<file path="src/rtl/vga_scan_gen_if.sv">
// Scan-generator output bundle: timing strobes, syncs, pixel/tile coordinates and frame count.
interface vga_scan_gen_if;
  logic        pixel_ce;
  logic        hs;
  logic        vs;
  logic        blank;
  logic [9:0]  DrawX;
  logic [9:0]  DrawY;
  logic [8:0]  tile_idx;
  logic [4:0]  tile_px;
  logic [4:0]  tile_py;
  logic        line_start;
  logic        frame_start;
  logic [15:0] frame_cnt;

  modport master (
    output pixel_ce, hs, vs, blank, DrawX, DrawY,
    output tile_idx, tile_px, tile_py, line_start, frame_start, frame_cnt
  );

  modport slave (
    input pixel_ce, hs, vs, blank, DrawX, DrawY,
    input tile_idx, tile_px, tile_py, line_start, frame_start, frame_cnt
  );
endinterface

</file>
<file path="src/rtl/vga_scan_gen.sv">
// VGA raster scan generator with 32x32 tile addressing; every output is registered.
// Define VGA_FRAME_COUNT_EN to build the completed-frame counter (otherwise frame_cnt is tied to 0).
module vga_scan_gen #(
  parameter int H_VIS     = 640,
  parameter int H_FP      = 16,
  parameter int H_SYNC    = 96,
  parameter int H_BP      = 48,
  parameter int V_VIS     = 480,
  parameter int V_FP      = 10,
  parameter int V_SYNC    = 2,
  parameter int V_BP      = 33,
  parameter int TILE_COLS = 20
) (
  input  logic          Clk,
  input  logic          Reset,
  vga_scan_gen_if.master vga
);

  localparam int H_TOT  = H_VIS + H_FP + H_SYNC + H_BP;
  localparam int V_TOT  = V_VIS + V_FP + V_SYNC + V_BP;
  localparam int HS_BEG = H_VIS + H_FP;
  localparam int HS_END = HS_BEG + H_SYNC - 1;
  localparam int VS_BEG = V_VIS + V_FP;
  localparam int VS_END = VS_BEG + V_SYNC - 1;

  logic       r_ce;
  logic [9:0] r_hc;
  logic [9:0] r_vc;
  logic       r_hs;
  logic       r_vs;
  logic       r_blank;
  logic [8:0] r_tile_idx;
  logic       r_line_start;
  logic       r_frame_start;

  logic       w_h_wrap;
  logic       w_v_wrap;
  logic [9:0] w_hc_nxt;
  logic [9:0] w_vc_nxt;
  logic       w_blank;
  logic       w_hs;
  logic       w_vs;
  logic [8:0] w_tile_idx;

  // The counters step at the end of each cycle in which pixel_ce is high.
  always_comb begin
    w_h_wrap = r_ce && (r_hc == 10'(H_TOT - 1));
    w_v_wrap = w_h_wrap && (r_vc == 10'(V_TOT - 1));
    w_hc_nxt = r_hc;
    w_vc_nxt = r_vc;
    if (r_ce) begin
      if (w_h_wrap) begin
        w_hc_nxt = 10'd0;
        if (w_v_wrap) begin
          w_vc_nxt = 10'd0;
        end else begin
          w_vc_nxt = r_vc + 10'd1;
        end
      end else begin
        w_hc_nxt = r_hc + 10'd1;
      end
    end else begin
      w_hc_nxt = r_hc;
    end
  end

  // Decode from the next counter values so registered outputs line up with DrawX/DrawY.
  always_comb begin
    w_blank = (w_hc_nxt >= 10'(H_VIS)) || (w_vc_nxt >= 10'(V_VIS));
    w_hs    = !((w_hc_nxt >= 10'(HS_BEG)) && (w_hc_nxt <= 10'(HS_END)));
    w_vs    = !((w_vc_nxt >= 10'(VS_BEG)) && (w_vc_nxt <= 10'(VS_END)));
    if (w_blank) begin
      w_tile_idx = 9'd0;
    end else begin
      w_tile_idx = ({4'd0, w_vc_nxt[9:5]} * 9'(TILE_COLS)) + {4'd0, w_hc_nxt[9:5]};
    end
  end

  always_ff @(posedge Clk) begin
    if (Reset) begin
      r_ce          <= 1'b0;
      r_hc          <= 10'd0;
      r_vc          <= 10'd0;
      r_hs          <= 1'b1;
      r_vs          <= 1'b1;
      r_blank       <= 1'b0;
      r_tile_idx    <= 9'd0;
      r_line_start  <= 1'b0;
      r_frame_start <= 1'b0;
    end else begin
      r_ce          <= ~r_ce;
      r_hc          <= w_hc_nxt;
      r_vc          <= w_vc_nxt;
      r_hs          <= w_hs;
      r_vs          <= w_vs;
      r_blank       <= w_blank;
      r_tile_idx    <= w_tile_idx;
      r_line_start  <= w_h_wrap;
      r_frame_start <= w_v_wrap;
    end
  end

`ifdef VGA_FRAME_COUNT_EN
  logic [15:0] r_frame_cnt;

  // Counts completed frames, bumping on the same edge that raises frame_start.
  always_ff @(posedge Clk) begin
    if (Reset) begin
      r_frame_cnt <= 16'd0;
    end else if (w_v_wrap) begin
      r_frame_cnt <= r_frame_cnt + 16'd1;
    end else begin
      r_frame_cnt <= r_frame_cnt;
    end
  end

  assign vga.frame_cnt = r_frame_cnt;
`else
  assign vga.frame_cnt = 16'd0;
`endif

  assign vga.pixel_ce    = r_ce;
  assign vga.hs          = r_hs;
  assign vga.vs          = r_vs;
  assign vga.blank       = r_blank;
  assign vga.DrawX       = r_hc;
  assign vga.DrawY       = r_vc;
  assign vga.tile_idx    = r_tile_idx;
  assign vga.tile_px     = r_hc[4:0];
  assign vga.tile_py     = r_vc[4:0];
  assign vga.line_start  = r_line_start;
  assign vga.frame_start = r_frame_start;

endmodule

</file>
<file path="src/flat_wrapper.sv">
// flat-port wrapper written by rule: the top's interface ports become plain ports
module vga_scan_gen_flat 
#(
  parameter int H_VIS     = 640,
  parameter int H_FP      = 16,
  parameter int H_SYNC    = 96,
  parameter int H_BP      = 48,
  parameter int V_VIS     = 480,
  parameter int V_FP      = 10,
  parameter int V_SYNC    = 2,
  parameter int V_BP      = 33,
  parameter int TILE_COLS = 20
)
  (Clk, Reset, vga_pixel_ce, vga_hs, vga_vs, vga_blank, vga_DrawX, vga_DrawY, vga_tile_idx, vga_tile_px, vga_tile_py, vga_line_start, vga_frame_start, vga_frame_cnt);
  vga_scan_gen_if vga_i ();
  input  logic Clk;
  input  logic Reset;
  output wire logic [$bits(vga_i.pixel_ce)-1:0] vga_pixel_ce;
  output wire logic [$bits(vga_i.hs)-1:0] vga_hs;
  output wire logic [$bits(vga_i.vs)-1:0] vga_vs;
  output wire logic [$bits(vga_i.blank)-1:0] vga_blank;
  output wire logic [$bits(vga_i.DrawX)-1:0] vga_DrawX;
  output wire logic [$bits(vga_i.DrawY)-1:0] vga_DrawY;
  output wire logic [$bits(vga_i.tile_idx)-1:0] vga_tile_idx;
  output wire logic [$bits(vga_i.tile_px)-1:0] vga_tile_px;
  output wire logic [$bits(vga_i.tile_py)-1:0] vga_tile_py;
  output wire logic [$bits(vga_i.line_start)-1:0] vga_line_start;
  output wire logic [$bits(vga_i.frame_start)-1:0] vga_frame_start;
  output wire logic [$bits(vga_i.frame_cnt)-1:0] vga_frame_cnt;
  assign vga_pixel_ce = vga_i.pixel_ce;
  assign vga_hs = vga_i.hs;
  assign vga_vs = vga_i.vs;
  assign vga_blank = vga_i.blank;
  assign vga_DrawX = vga_i.DrawX;
  assign vga_DrawY = vga_i.DrawY;
  assign vga_tile_idx = vga_i.tile_idx;
  assign vga_tile_px = vga_i.tile_px;
  assign vga_tile_py = vga_i.tile_py;
  assign vga_line_start = vga_i.line_start;
  assign vga_frame_start = vga_i.frame_start;
  assign vga_frame_cnt = vga_i.frame_cnt;
  vga_scan_gen #(.H_VIS(H_VIS), .H_FP(H_FP), .H_SYNC(H_SYNC), .H_BP(H_BP), .V_VIS(V_VIS), .V_FP(V_FP), .V_SYNC(V_SYNC), .V_BP(V_BP), .TILE_COLS(TILE_COLS)) u_core (.Clk(Clk), .Reset(Reset), .vga(vga_i));
endmodule
</file>
<file path="config.mk">
export PLATFORM = sky130hd
export DESIGN_NAME = vga_scan_gen_flat
export DESIGN_NICKNAME = d
export VERILOG_FILES = /design/src/rtl/vga_scan_gen_if.sv /design/src/rtl/vga_scan_gen.sv /design/src/flat_wrapper.sv
export SDC_FILE = /design/constraint.sdc
export NUM_CORES = 1
export LEC_CHECK = 0
export CORE_MARGIN = 2
export CORE_UTILIZATION = 50
export DETAILED_ROUTE_END_ITERATION = 12
export PLACE_DENSITY_LB_ADDON = 0.25
export SLEW_MARGIN = 25
export SYNTH_ARGS = -nofsm -noshare
export SYNTH_HDL_FRONTEND = slang
export SYNTH_SLANG_ARGS = --single-unit
</file>
<file path="constraint.sdc">
create_clock -name Clk -period 4.7 [get_ports Clk]
set_input_delay 1.41 -clock Clk [delete_from_list [all_inputs] [get_ports Clk]]
set_output_delay 1.41 -clock Clk [all_outputs]
set_load 0.05 [all_outputs]
</file>
==> flow_summary.yaml <==
drt:
  postRouteWirelength_mm: 4.15
  detail_route.iter0.violations: 126
  antenna_violating_nets_post_route: 0
  routed_via_density: 5.28
  routed-via-count: 1668
  drc_errors: 0
  firstDrtPassIters: 4
  avgRoutedWirePerCell_um: 13.1
yosys:
  synth.yosys.warnings: 0
  netlist_area_before_placement_um2: 2070
  synth.ff_latch_count: 35
  synth-edff-count: 0
  yosysUniqueCellTypes: 51
  mean_cell_area_of_the_mapped_netlist_um2: 9.03
  ys_dominant_reg_cell: "sky130_fd_sc_hd__dfxtp_1"
  asyncSetResetFlopFracSynth_pct: 0
  syn-instance-count: 229
  yosys-top-cells-area: "sky130_fd_sc_hd__dfxtp_1 (34%), sky130_fd_sc_hd__buf_4 (9.4%), sky130_fd_sc_hd__ha_1 (7.3%)"
  seq_area_frac_synth_pct: 33.9
  post-synth-top-area-fraction_pct: 33.9
  synth.largest_area_cell: "sky130_fd_sc_hd__dfxtp_1"
floorplanning:
  fp.coreArea_um2: 4000
  placement_rows: 23
  io-pin-count: 63
  die-area_um2: 4670
  die_height_um: 68.3
  die_width_um: 68.3
  initial_core_util_pct: 51.7
worst_setup_path:
  path_cells: "ha_1, and4_1, nand4_2, o21a_1, nor2_1, inv_1, ha_1, ha_1, fa_1, nand2_1, nor3_1, xor2_1, nor3_1"
  cell_repeated_most_along_the_worst_path: "sky130_fd_sc_hd__ha_1"
  worst_path_buffer_plus_inverter_count: 1
  cpPeakStageDelay_ns: 0.54
  cp_top_family: "simple AND/OR/NAND/NOR gates"
  worst_setup_path_end_kind: "flop"
  criticalPathCategory: "reg -> reg"
  critPathLaunchType: "flop"
  worst_path_cell_with_the_longest_stage_delay: "sky130_fd_sc_hd__fa_1"
  path_max_fanout: 18
  worst_ep_arrival_time_ns: 4.00
  worst-endpoint-required_ns: 4.86
placement:
  dp_cells: 308
  place_congestion: 0.857
  io_buffers: 46
  dpl.hpwl_mm: 3.09
  dp_worst_setup_slack_ns: 0.915
clock_tree:
  cts-root-to-sink-buffers: 2
  clock_insertion_delay_at_the_later_pin_of_the_skew_report_ns: 0.29
  cts-hold-fix-buffers: 0
  numCtsBuffers: 5
  ctsHtreeMaxLevel: 2
  clock_tree_from_tritoncts: "done"
  tritoncts_num_sinks: 35
  cts.repair.resized: 0
  clk_root_buffer_cell: "sky130_fd_sc_hd__clkbuf_8"
  cts.reportedPaths.clkPinSlew_ns: 0.07
  post-cts-setup-buffer-count: 0
timing:
  number_of_pins_with_negative_max_slew_slack_in_the_final_report: 0
  worstMarginPinSlew_ns: 0.638
  total_negative_setup_slacks_ns: 0
  maxSlewHeadroom_pct: 57.1
  finalHoldViolations: 0
  finalWorstSetupSlack_ns: 0.860
  min_period_ns: 3.84
  fmax_mhz: 260
  whs_ns: 0.549
  setup_viol: 0
  grt_setup_unrepaired: "false"
  min_period_over_period_pct: 81.7
  clock_skew_ns: 0.00237
grt:
  grt_start_max_net_pins: 33
  first_global_vias: 1486
  globalRouteMet3Util_pct: 4.28
  grtUsageMet1_pct: 27.0
  gr_met2_demand_resource_pct: 30.7
  grt_overflow: 0
  first_pass_grt_wire_length_mm: 7.00
  gr-usage-all-layers_pct: 20.1
  layer_carrying_the_most_global_route_usage: "met2"
  number_of_antenna_violations_at_the_first_check_in_global_routing: 0
layout:
  n_fill_cell: 352
  ff_latch_area_um2: 701
  count_of_nets_after_finishing: 281
  antenna_cells_inserted: 0
  final-instance-count-excl-fill: 316
  multiInputGateArea_um2: 1160
  layout-drive-gt1-share_pct: 9.40
  area_growth_pct: 23.2
power_and_ir_drop:
  powerDensity_nw_per_um2: 272
  power.share.clock_pct: 46.6
  static-leakage-power_nw: 1.09
  swShare_pct: 24.6
  combinationalPowerShare_pct: 9.3
  cellInternalPower_w: 0.000523
  irDropWorstVdd_v: 0.000246
  p_switching_w: 0.000171
  seq_power_share_pct: 44.1
run:
  cap_violations: 0
status:
  outcome: "finished, final reports clean"
min_path:
  holdCritPathClass: "reg -> reg"
==> logic make-up after synthesis <==
logic type / synth area share (%)
AOI/OAI and AO/OA: 10.5
xor gates and xnor gates: 5.51
adders and majority gates: 9.20
buffers and inverters: 12.9
DFF: 33.9
muxes: 0.484
other: 0.181
and+or+nand+nor: 27.3
==> final timing paths <==
path | depth (start not counted) | endpoint | start | slack, ns
max | 13 | u_core.vga.tile_idx[8]$_SDFF_PP0_ | u_core.vga.DrawX[0]$_SDFF_PP0_ | 0.86
min | 2 | u_core.vga.DrawX[1]$_SDFF_PP0_ | u_core.vga.DrawX[1]$_SDFF_PP0_ | 0.55
max reg2reg | 13 | u_core.vga.tile_idx[8]$_SDFF_PP0_ | u_core.vga.DrawX[0]$_SDFF_PP0_ | 0.86
min reg2reg | 2 | u_core.vga.DrawX[1]$_SDFF_PP0_ | u_core.vga.DrawX[1]$_SDFF_PP0_ | 0.55
==> routing by layer <==
metal	part of all wire, %	vias to the layer above
li1	-	837
met1	45	762
met2	48	59
met3	4.8	10
met4	2.2	0
met5	0	-
==> cell type report <==
type                    instances  area share [%]
inverters                      10            1.47
clock buffers                   5            2.70
clock inverters                 3            2.65
repair buffers                 46            17.9
multi-input cells             167            45.4
flip-flops and latches         35            27.5
well taps                      50            2.45
==> cell usage in the layout, fill, tap and decap left out, types with 2 or more instances in the layout <==
cell type                         count
sky130_fd_sc_hd__o21ai_0              4
sky130_fd_sc_hd__nand3_1             10
sky130_fd_sc_hd__or3_1                7
sky130_fd_sc_hd__clkdlybuf4s50_1     45
sky130_fd_sc_hd__nor2_1              20
sky130_fd_sc_hd__nand2_1              8
sky130_fd_sc_hd__and2_1               3
sky130_fd_sc_hd__dfxtp_1             35
sky130_fd_sc_hd__xor2_1               8
sky130_fd_sc_hd__nor4_1               2
sky130_fd_sc_hd__a21o_1               2
sky130_fd_sc_hd__fa_1                 2
sky130_fd_sc_hd__inv_1               10
sky130_fd_sc_hd__conb_1              16
sky130_fd_sc_hd__and4_2               2
sky130_fd_sc_hd__nor2b_1              5
sky130_fd_sc_hd__nand4_1              7
sky130_fd_sc_hd__xnor2_1              5
sky130_fd_sc_hd__ha_1                12
sky130_fd_sc_hd__clkbuf_8             5
sky130_fd_sc_hd__nand2b_1             2
sky130_fd_sc_hd__and3_1               2
sky130_fd_sc_hd__nor4_2               2
sky130_fd_sc_hd__a31o_2               2
sky130_fd_sc_hd__a21oi_1              9
sky130_fd_sc_hd__and4_1               2
sky130_fd_sc_hd__nor3_1              12
sky130_fd_sc_hd__o22ai_1              2
sky130_fd_sc_hd__bufinv_16            2
==> sequential cells by signal (all words and copies together) (netlist names) <==
name	flops
u_core.vga.frame_start	1
u_core.vga.DrawX	10
u_core.vga.pixel_ce	1
u_core.vga.DrawY	10
u_core.vga.hs	1
u_core.vga.tile_idx	9
u_core.vga.vs	1
u_core.vga.blank	1
u_core.vga.line_start	1
==> synthesized netlist by cell type (2+ instances only) <==
cell type,instances
sky130_fd_sc_hd__o21ai_0,4
sky130_fd_sc_hd__dfxtp_1,35
sky130_fd_sc_hd__buf_4,26
sky130_fd_sc_hd__nand2b_1,2
sky130_fd_sc_hd__xnor2_1,5
sky130_fd_sc_hd__inv_1,10
sky130_fd_sc_hd__nand4_1,7
sky130_fd_sc_hd__or3_1,7
sky130_fd_sc_hd__and2_1,3
sky130_fd_sc_hd__nor2b_1,5
sky130_fd_sc_hd__nor2_1,20
sky130_fd_sc_hd__nor4_2,2
sky130_fd_sc_hd__nor4_1,2
sky130_fd_sc_hd__and4_1,2
sky130_fd_sc_hd__xor2_1,8
sky130_fd_sc_hd__and4_2,2
sky130_fd_sc_hd__ha_1,12
sky130_fd_sc_hd__a31o_2,2
sky130_fd_sc_hd__a21o_1,2
sky130_fd_sc_hd__nand2_1,8
sky130_fd_sc_hd__and3_1,2
sky130_fd_sc_hd__nand3_1,10
sky130_fd_sc_hd__clkbuf_1,4
sky130_fd_sc_hd__a21oi_1,9
sky130_fd_sc_hd__nor3_1,12
sky130_fd_sc_hd__o22ai_1,2
sky130_fd_sc_hd__fa_1,2
==> power by group through the flow <==
stage	sequential [W]	combinational, W	clock [W]
6_report	0.000306	0.0000644	0.000323
3_3_place_gp	0.000312	0.0000647	0
3_5_place_dp	0.000312	0.0000642	0
5_1_grt	0.000307	0.0000679	0.000344
2_1_floorplan	0.000318	0.0000620	0
4_1_cts	0.000305	0.0000642	0.000331
==> worst min-delay path, delay by kind of cell (launching register included) <==
family	cells	cell delay (ns)
flops	1	0.36
simple gates	1	0.09
compound gates	1	0.06
==> stage by stage <==
step	total power [W]	util, %	instance area (µm²)
global route	0.000718	63.7	2550
finish	0.000694	63.7	2550
CTS	0.000700	63.7	2550
floorplan	0.000380	-	2120
global placement	0.000377	60.4	2420
detailed placement	0.000377	60.3	2410
Note: power is estimated with default switching activity, not from simulation.
